--- config.mk ---
export PLATFORM = sky130hd
export DESIGN_NAME = fp_sqrt_rnd
export DESIGN_NICKNAME = d
export VERILOG_FILES = /design/src/rtl/fp_sqrt_rnd.sv
export SDC_FILE = /design/constraint.sdc
export NUM_CORES = 1
export LEC_CHECK = 0
export BUFFER_PORTS_ARGS = -buffer_cell sky130_fd_sc_hd__buf_2
export CAP_MARGIN = 15
export CORE_ASPECT_RATIO = 1.75
export CORE_MARGIN = 5
export CORE_UTILIZATION = 35
export DETAILED_ROUTE_END_ITERATION = 8
export SETUP_SLACK_MARGIN = 0.15
export SYNTH_ARGS = -nofsm -noshare
export SYNTH_HDL_FRONTEND = slang
export SYNTH_SLANG_ARGS = --single-unit
--- constraint.sdc ---
create_clock -name clk -period 4.02 [get_ports clk]
set_clock_uncertainty 0.2 [all_clocks]
set_input_delay 0 -clock clk [delete_from_list [all_inputs] [get_ports clk]]
set_output_delay 0 -clock clk [all_outputs]
set_load 0.005 [all_outputs]
--- src/rtl/fp_sqrt_rnd.sv ---
// fp_sqrt_rnd
// Iterative IEEE-754 square root with selectable rounding (truncate or
// round-to-nearest-even). Subnormal operands are normalised before the
// iteration. The restoring loop yields one root bit per cycle.
//
// Ports
//   clk, reset    : clock and synchronous active-high reset
//   in_valid      : operand handshake in; in_ready is high only in IDLE
//   in_ready      : operand handshake out
//   in_data       : operand, captured on the accept edge
//   rnd_mode      : 0 = truncate, 1 = RNE, captured on the accept edge
//   out_valid     : result handshake out
//   out_ready     : result handshake in
//   out_data      : result word, held stable until the result is taken
//   is_nan        : result flag, the result is NaN
//   is_pinf       : result flag, the result is +Inf
//   is_ninf       : result flag, never set because a root cannot be -Inf
//   is_invalid    : result flag, invalid operation
//   is_inexact    : result flag, the exact root was not representable
module fp_sqrt_rnd #(
    parameter  int EXP_W = 5,
    parameter  int MAN_W = 10,
    localparam int W     = 1 + EXP_W + MAN_W
) (
    input  logic         clk,
    input  logic         reset,
    input  logic         in_valid,
    output logic         in_ready,
    input  logic [W-1:0] in_data,
    input  logic         rnd_mode,
    output logic         out_valid,
    input  logic         out_ready,
    output logic [W-1:0] out_data,
    output logic         is_nan,
    output logic         is_pinf,
    output logic         is_ninf,
    output logic         is_invalid,
    output logic         is_inexact
);

    localparam int SW = $clog2(MAN_W + 1);
    localparam int CW = $clog2(MAN_W + 3);
    localparam int RW = MAN_W + 5;
    localparam int XW = 2 * MAN_W + 4;
    localparam logic [EXP_W+1:0] BIAS = (EXP_W+2)'((1 << (EXP_W - 1)) - 1);
    localparam logic [W-1:0] QNAN = {1'b1, {EXP_W{1'b1}}, 1'b1, {(MAN_W-1){1'b0}}};
    localparam logic [W-1:0] PINF = {1'b0, {EXP_W{1'b1}}, {MAN_W{1'b0}}};

    typedef enum logic [2:0] {IDLE, UNPACK, ITER, ROUND, DONE} state_t;

    state_t             state;
    logic [W-1:0]       op;
    logic               mode;
    logic [CW-1:0]      cnt;
    logic [XW-1:0]      rad_sh;
    logic [RW-1:0]      rem;
    logic [MAN_W+1:0]   root;
    logic [EXP_W-1:0]   res_exp;

    assign in_ready = (state == IDLE) && !reset;
    assign is_ninf  = 1'b0;

    // Operand fields and classification of the latched operand.
    logic               op_sign;
    logic [EXP_W-1:0]   op_exp;
    logic [MAN_W-1:0]   op_frac;
    logic               exp_zero;
    logic               exp_ones;
    logic               frac_zero;

    assign {op_sign, op_exp, op_frac} = op;
    assign exp_zero  = (op_exp == '0);
    assign exp_ones  = &op_exp;
    assign frac_zero = (op_frac == '0);

    // Priority encoder: distance from the leading fraction 1 to the hidden
    // bit position. The highest set bit is visited last and wins.
    logic [SW-1:0] sub_shift;
    always_comb begin
        sub_shift = '0;
        for (int i = 0; i < MAN_W; i++) begin
            if (op_frac[i]) begin
                sub_shift = SW'(MAN_W - i);
            end
        end
    end

    // Normalised significand in [1,2), then the parity fix that makes the
    // unbiased exponent even so it halves exactly. exp_sum is
    // e + 2*bias, always even, so bits [EXP_W:1] are the result exponent.
    logic [MAN_W:0]   norm_sig;
    logic             exp_odd;
    logic [MAN_W+1:0] rad;
    logic [EXP_W+1:0] exp_base;
    logic [EXP_W+1:0] exp_sum;

    always_comb begin
        if (exp_zero) begin
            norm_sig = {1'b0, op_frac} << sub_shift;
            exp_odd  = sub_shift[0];
            exp_base = (EXP_W+2)'(1) - (EXP_W+2)'(sub_shift);
        end else begin
            norm_sig = {1'b1, op_frac};
            exp_odd  = ~op_exp[0];
            exp_base = {2'b00, op_exp};
        end
        rad     = exp_odd ? {norm_sig, 1'b0} : {1'b0, norm_sig};
        exp_sum = exp_base + BIAS - {{(EXP_W+1){1'b0}}, exp_odd};
    end

    // Special operands bypass the iteration and load the result directly.
    logic         special;
    logic [W-1:0] spec_data;
    logic         spec_nan;
    logic         spec_pinf;
    logic         spec_invalid;

    always_comb begin
        special      = 1'b1;
        spec_data    = QNAN;
        spec_nan     = 1'b0;
        spec_pinf    = 1'b0;
        spec_invalid = 1'b0;
        if (exp_ones && !frac_zero) begin
            spec_nan     = 1'b1;
            spec_invalid = ~op_frac[MAN_W-1];
        end else if (exp_ones && !op_sign) begin
            spec_data = PINF;
            spec_pinf = 1'b1;
        end else if (exp_zero && frac_zero) begin
            spec_data = op;
        end else if (op_sign) begin
            spec_nan     = 1'b1;
            spec_invalid = 1'b1;
        end else begin
            special = 1'b0;
        end
    end

    // One restoring root step: bring down two radicand bits and try
    // subtracting 4q+1.
    logic [RW-1:0]    rem_sh;
    logic [RW-1:0]    trial;
    logic             take;
    logic [RW-1:0]    rem_nx;
    logic [MAN_W+1:0] root_nx;

    assign rem_sh  = {rem[RW-3:0], rad_sh[XW-1:XW-2]};
    assign trial   = {1'b0, root, 2'b01};
    assign take    = (rem_sh >= trial);
    assign rem_nx  = take ? (rem_sh - trial) : rem_sh;
    assign root_nx = {root[MAN_W:0], take};

    // Rounding: root[0] is the guard bit and a non-zero remainder is sticky.
    logic             guard;
    logic             sticky;
    logic             inc;
    logic [MAN_W+1:0] rnd_sum;
    logic [EXP_W-1:0] rnd_exp;

    assign guard   = root[0];
    assign sticky  = |rem;
    assign inc     = mode & guard & (sticky | root[1]);
    assign rnd_sum = {1'b0, root[MAN_W+1:1]} + (MAN_W+2)'(inc);
    assign rnd_exp = res_exp + EXP_W'(rnd_sum[MAN_W+1]);

    // exp_sum is always even and never reaches its top bit; the hidden bit
    // of the rounded sum is implied in the packed result.
    logic unused_bits;
    assign unused_bits = ^{exp_sum[EXP_W+1], exp_sum[0], rnd_sum[MAN_W]};

    // Control and datapath registers. The counter counts root bits still
    // to be produced; the last one moves the unit to ROUND.
    always_ff @(posedge clk) begin
        if (reset) begin
            state      <= IDLE;
            out_valid  <= 1'b0;
            out_data   <= '0;
            is_nan     <= 1'b0;
            is_pinf    <= 1'b0;
            is_invalid <= 1'b0;
            is_inexact <= 1'b0;
            op         <= '0;
            mode       <= 1'b0;
            cnt        <= '0;
            rad_sh     <= '0;
            rem        <= '0;
            root       <= '0;
            res_exp    <= '0;
        end else begin
            case (state)
                IDLE: begin
                    if (in_valid) begin
                        op    <= in_data;
                        mode  <= rnd_mode;
                        state <= UNPACK;
                    end
                end
                UNPACK: begin
                    if (special) begin
                        out_data   <= spec_data;
                        is_nan     <= spec_nan;
                        is_pinf    <= spec_pinf;
                        is_invalid <= spec_invalid;
                        is_inexact <= 1'b0;
                        out_valid  <= 1'b1;
                        state      <= DONE;
                    end else begin
                        rad_sh  <= {rad, {(MAN_W+2){1'b0}}};
                        rem     <= '0;
                        root    <= '0;
                        res_exp <= exp_sum[EXP_W:1];
                        cnt     <= CW'(MAN_W + 2);
                        state   <= ITER;
                    end
                end
                ITER: begin
                    rad_sh <= rad_sh << 2;
                    rem    <= rem_nx;
                    root   <= root_nx;
                    cnt    <= cnt - 1'b1;
                    if (cnt == CW'(1)) begin
                        state <= ROUND;
                    end
                end
                ROUND: begin
                    out_data   <= {1'b0, rnd_exp, rnd_sum[MAN_W-1:0]};
                    is_nan     <= 1'b0;
                    is_pinf    <= 1'b0;
                    is_invalid <= 1'b0;
                    is_inexact <= guard | sticky;
                    out_valid  <= 1'b1;
                    state      <= DONE;
                end
                DONE: begin
                    if (out_ready) begin
                        out_valid <= 1'b0;
                        state     <= IDLE;
                    end
                end
                default: state <= IDLE;
            endcase
        end
    end

endmodule

==> flow_summary_export.csv, run 1 <==
group,metric,value,unit
status,outcome,"finished clean",
floorplan,dieArea,17390,µm²
worst_setup_path,rrSetupSlack,0.62,ns
synth,ys.flop_type,"dfxtp_1",
power,power.switching,1.467,mW
route,routed_wl,14070,µm
sta,finalHoldViolations,0,
floorplan,num_rows,58,
sta,final_max_slew_viol_count,0,
sta,finalSetupTns,0,ns
layout,syn_to_final_growth,15.23,%
sta,finalCriticalPeriod,3.400,ns
power,peakVddDrop,0.2321,mV
power,clkPwrFrac,0.239,
synth,ys_types,62,
synth,synth-seq-cells,89,
floorplan,die_h,170.7,µm
synth,yosys_warnings,0,
layout,most-common-layout-cells,"89 x dfxtp_1, 88 x nand2_1, 73 x nor2_1, 66 x a21oi_1, 42 x buf_2",
route,first_pass_iters,4,
worst_setup_path,crit_buf_inv,3,
global_route,gr-total-overflow,0,
flow_run,cap_viol_max_count,0,
floorplan,die_w,101.8,µm
layout,antenna_cells,0,
clocking,htreeDepth,3,
synth,ys_seq_area_frac,0.3449,
clocking,clk_latency,0.34,ns
layout,drive_above_1_share,0.1147,
sta,maxSlewHeadroom,0.3909,
synth,mappedNetlistArea,5166,µm²
floorplan,core_area,14440,µm²
worst_setup_path,cp_data_required_time,4.06,ns
placed_design,portBuffers,42,
clocking,post_cts_buffers,0,
power,powerDensity,619.9,nW/µm²
clocking,cts_buffer_depth,2,
sta,setup_viol,0,
power,p_int,2.223,mW
worst_setup_path,crit_chain,"inv_1 -> nand2_1 -> nor2_1 -> inv_1 -> ha_1 -> a21oi_1 -> xnor2_1 -> ha_1 -> inv_1 -> o21ai_0 -> o211ai_1 -> o311ai_0",
clocking,clock_sinks,89,
worst_setup_path,worst-path-max-fanout,14,
sta,tightest_slew,0.9137,ns
worst_setup_path,criticalPathCategory,"reg -> reg",
sta,fmax,0.2941,GHz
layout,fillCellCount,1455,
clocking,postCtsHoldBufs,20,
synth,synth-edff-count,0,
sta,rsz0062_at_grt,"no",
route,drcViolationCount,0,
global_route,grt_pass1_vias,4706,
synth,synth.avg_cell_area,7.745,µm²
route,antenna_left,0,
clocking,cts_tree,"done",
synth,syn_nets,712,
power,p_seq_frac,0.295,
floorplan,ios,44,
worst_setup_path,cpPeakStageDelay,0.47,ns
power,p_leak,2.371,nW
route,vias,4832,
clocking,cts_root_buffer,"clkbuf_16",
sta,timing.final.crit_share,0.8458,
global_route,grt_usage,0.1661,
placed_design,hpwl,10680,µm
clocking,postCtsResizedCells,0,
synth,syn_inst,667,
route,avgViaCountPerCell,5.454,
global_route,grt_max_degree,51,
global_route,grt_pass1_wl,23000,µm
hold_path,hp-class,"in -> reg",
worst_setup_path,cp_top_family,"compound AO/OA/AOI/OAI gates",
power,p_comb_frac,0.466,
global_route,antenna_found_initial,0,
worst_setup_path,slowest_stage,"dfxtp_1",
layout,final_util,0.4122,
worst_setup_path,path_common_cell,"inv_1",
placed_design,gp_congestion,0.9467,
route,routedWlPerCell,15.88,µm
worst_setup_path,crit_path_end_kind,"flip-flop",
clocking,cts.clk_slew.worst_paths,0.07,ns
floorplan,start_util,0.3577,
power,switching_share,0.3975,
clocking,numCtsBuffers,9,
synth,async_reset_ff_frac,0,
sta,fin_hold_ws,0.08253,ns
layout,fin_nets,746,
worst_setup_path,critPathArrivalTime,3.44,ns
worst_setup_path,crit_path_start_kind,"flip-flop",
power,p_total,3.690,mW
layout,final_common_cell,"dfxtp_1",
route,drt-initial-drc-count,212,
[state kept, by name, summed over array words and instances (netlist names), 3 cells and up]
name / flops
root: 12
out_data: 16
op: 16
res_exp: 5
rad_sh: 12
rem: 15
cnt: 4
state: 3
[through the flow]
stage                     cells  instance area (µm²)  setup slack [ns]
after global routing        886                 5953            0.3221
after CTS                   886                 5953            0.6413
final                       886                 5953            0.6200
after global placement      850                 5439            0.8296
after detailed placement    850                 5439            0.6736
after floorplan             667                 5166            0.9068
[area by class of cell]
| class | instances | area, µm² | share of cell area |
|---|---|---|---|
| sequential | 89 | 1782 | 0.2993 |
| multi-input combinational | 507 | 3083 | 0.5179 |
| timing repair buffer | 67 | 447.9 | 0.07524 |
| tap | 180 | 225.2 | 0.03783 |
| inverter | 27 | 101.3 | 0.01702 |
| clock inverter | 6 | 75.07 | 0.01261 |
| clock buffer | 10 | 239.0 | 0.04014 |
[metal layers]
layer	wire length, µm	global-route usage
met1	5253	0.1711
met2	7738	0.3147
met3	411	0.03142
met4	668	0.07767
met5	0	0
[power by group through the flow]
stage | combinational, mW | clock, mW | sequential (mW)
5_1_grt | 1.90 | 0.942 | 1.11
6_report | 1.72 | 0.881 | 1.09
4_1_cts | 1.73 | 0.901 | 1.09
3_3_place_gp | 1.68 | 0 | 1.11
2_1_floorplan | 1.40 | 0 | 1.06
3_5_place_dp | 1.70 | 0 | 1.11
[worst register-to-register path: stages, from the launching register on]
cell      delay (ns)
dfxtp_1         0.47
inv_1           0.23
nand2_1         0.09
nor2_1          0.35
inv_1           0.19
ha_1            0.33
a21oi_1         0.40
xnor2_1         0.18
ha_1            0.19
inv_1           0.07
o21ai_0         0.18
o211ai_1        0.14
o311ai_0        0.30
[cell families after synthesis]
| logic type | share of synthesized area |
|---|---|
| buffers and inverters | 0.05837 |
| DFF | 0.3449 |
| muxes | 0.04117 |
| and+or+nand+nor | 0.2112 |
| other | 0.0007259 |
| adders and majority gates | 0.05813 |
| xor gates and xnor gates | 0.04747 |
| AOI/OAI and AO/OA | 0.2381 |
[final timing paths]
kind              cells after the start                      end                 start
setup reg to reg                     12  res_exp[4]$_SDFFE_PP0P_    op[9]$_SDFFE_PP0P_
setup / recovery                     12  res_exp[4]$_SDFFE_PP0P_    op[9]$_SDFFE_PP0P_
hold / removal                        2      cnt[1]$_SDFFE_PP0P_                 reset
hold reg to reg                       2     is_pinf$_SDFFE_PP0P_  is_pinf$_SDFFE_PP0P_
[Yosys cell counts (all sizes together) (2+ instances only)]
cell      n  area (µm²)
xnor2    19       166.4
nor3     16       80.08
clkbuf   27       101.4
nor2     74       280.3
o31a      2       17.52
a22oi    21       157.7
nand3    18       90.09
inv      27       101.3
or2       3       18.77
and3      4       25.02
nand2    89       336.6
xor2      9       78.83
mux2      2       22.52
ha       24       300.3
nor4     11       83.83
or4       2       18.77
nand4     5       31.28
a221oi    7       73.82
o21ai    43       219.0
and2      5       31.28
a21o      9       67.56
nor3b     3       22.52
nor2b     5       31.28
o21a      4       30.03
a211oi    9       72.57
o221ai    2       17.52
nand2b    4       25.02
a21oi    67       339.1
buf      17       98.84
a31oi     6       37.54
o211ai    4       30.03
dfxtp    89        1782
o31ai     3       27.52
o22ai     5       31.28
a2111oi   2       25.02
o311ai    2       17.52
mux2i    19       190.2
No activity file was read; power rests on OpenSTA's default activity.
==> run 2, diff against run 1 <==
==> constraint.sdc (replaced) <==
create_clock -name clk -period 3.5 [get_ports clk]
set_clock_uncertainty 0.2 [all_clocks]
set_input_delay 0 -clock clk [delete_from_list [all_inputs] [get_ports clk]]
set_output_delay 0 -clock clk [all_outputs]
set_load 0.005 [all_outputs]
==> run 2 against run 1 <==
  * Global-route usage is 0.70 points higher
  * Cell count is 2.9% higher
  * Die area stayed put
  * Worst hold slack better by 0.15 ns
  * Combinational power is 21% higher
  * Register-to-register slack worse by 0.24 ns
  * Sequential power is 15% higher
  * Final area is 3.8% higher
  * Via count is 4.5% higher
  * Critical path depth is 2 lower
==> flow_summary_export.csv, run 2 (synthesis gave the netlist of run 1 again) <==
group,metric,value,unit
power,p_leak,2.506,nW
layout,antenna_cells,0,
layout,design_area,6181,µm²
clocking,cts.clk_slew.worst_paths,0.07,ns
power,powerDensity,690.6,nW/µm²
route,wl_met3,516,µm
layout,drive_above_1_share,0.1325,
global_route,antenna_found_initial,0,
sta,setup_viol,0,
placed_design,gp_congestion,0.9315,
sta,timing.final.crit_share,0.8915,
layout,reg_top3,"op x16, out_data x16, rem x15",
sta,fin_hold_ws,0.2368,ns
clocking,cts_root_buffer,"clkbuf_16",
global_route,grt_pass1_wl,23940,µm
worst_setup_path,r2r_cells,10,
power,p_total,4.268,mW
sta,final_max_slew_viol_count,0,
layout,most-common-layout-cells,"88 x nand2_1, 87 x dfxtp_1, 72 x nor2_1, 66 x a21oi_1, 42 x buf_2",
global_route,grt_max_degree,56,
route,antenna_left,0,
placed_design,hpwl,11200,µm
floorplan,core_area,14440,µm²
sta,rsz0062_at_grt,"no",
route,drcViolationCount,0,
clocking,htreeDepth,3,
clocking,clk_latency,0.35,ns
power,peakVddDrop,0.3120,mV
route,wl_met1,5290,µm
floorplan,num_rows,58,
floorplan,ios,44,
floorplan,die_w,101.8,µm
clocking,clock_sinks,89,
sta,fmax,0.3205,GHz
worst_setup_path,crit_path_end_kind,"flip-flop",
global_route,grt_pass1_vias,4933,
layout,final_common_cell,"nand2_1",
clocking,numCtsBuffers,9,
sta,finalSetupTns,0,ns
global_route,grt_usage,0.1731,
placed_design,placed_area,5529,µm²
hold_path,hp-class,"in -> reg",
layout,fin_nets,772,
floorplan,start_util,0.3577,
placed_design,portBuffers,42,
worst_setup_path,crit_path_start_kind,"flip-flop",
clocking,cts_tree,"done",
worst_setup_path,worst-path-max-fanout,4,
route,vias,5051,
route,top_layer,"met4",
status,outcome,"finished clean",
clocking,cts_buffer_depth,2,
global_route,gr-total-overflow,0,
floorplan,dieArea,17390,µm²
worst_setup_path,critPathArrivalTime,3.16,ns
sta,maxSlewHeadroom,0.5593,
sta,tightest_slew,0.6604,ns
placed_design,dp_cells,862,
layout,syn_to_final_growth,19.64,%
route,routedWlPerCell,16.20,µm
floorplan,die_h,170.7,µm
sta,fin_ws,0.3796,ns
layout,final_util,0.4280,
layout,layout.cells.non_filler,912,
flow_run,cap_viol_max_count,0,
route,routed_wl,14780,µm
hold_path,hold_path_depth,4,
worst_setup_path,criticalPathCategory,"reg -> reg",
route,routed-wl-met2,8274,µm
sta,finalCriticalPeriod,3.120,ns
route,avgViaCountPerCell,5.538,
route,first_pass_iters,5,
worst_setup_path,cp_data_required_time,3.54,ns
placed_design,post-place-ws,0.3430,ns
sta,finalHoldViolations,0,
route,drt-initial-drc-count,208,
run 2: worst max-delay path: stages (launching register included):
cell and delay (ns):
dfxtp_1 0.34, inv_1 0.07, ha_1 0.34, a21o_1 0.22, a21o_1 0.20, a21oi_1 0.21, o21ai_1 0.22, a311oi_1 0.35
nor2_1 0.12, or4_1 0.43, a32o_1 0.30
run 2: worst paths after layout:
kind,from,endpoint,slack [ns]
worst max register to register,root[3]$_SDFFE_PP0P_,rem[13]$_SDFFE_PP0P_,0.38
worst max-delay path,root[3]$_SDFFE_PP0P_,rem[13]$_SDFFE_PP0P_,0.38
worst min register to register,is_inexact$_SDFFE_PP0P_,is_inexact$_SDFFE_PP0P_,0.26
worst min-delay path,in_data[14],op[14]$_SDFFE_PP0P_,0.24
run 2: where the power goes:
| part | internal, mW | total (mW) | switching [mW] |
|---|---|---|---|
| logic | 0.919 | 2.08 | 1.16 |
| clock network | 0.494 | 0.938 | 0.444 |
| registers | 1.12 | 1.25 | 0.123 |
run 2: area by class of cell:
type,count,area [µm²]
flip-flops and latches,89,1784
repair buffers,93,678.2
clock buffers,9,225.2
clock inverters,7,58.81
fillers,1467,8260
well taps,180,225.2
inverters,27,101.3
multi-input cells,507,3108
run 2: what timing repair did:
| action | 4_1_cts | 5_1_grt |
|---|---|---|
| hold endpoints to repair | 24 | 0 |
| setup buffers | 0 | 0 |
| setup endpoints to repair | 0 | 3 |
| hold buffers | 34 | 0 |
| resized for setup | 0 | 7 |
run 2: routing by layer:
layer / up-vias / GRT usage
met5: - / 0
met4: 0 / 0.09081
met3: 45 / 0.03101
met2: 121 / 0.3315
met1: 2406 / 0.1718
li1: 2479 / -
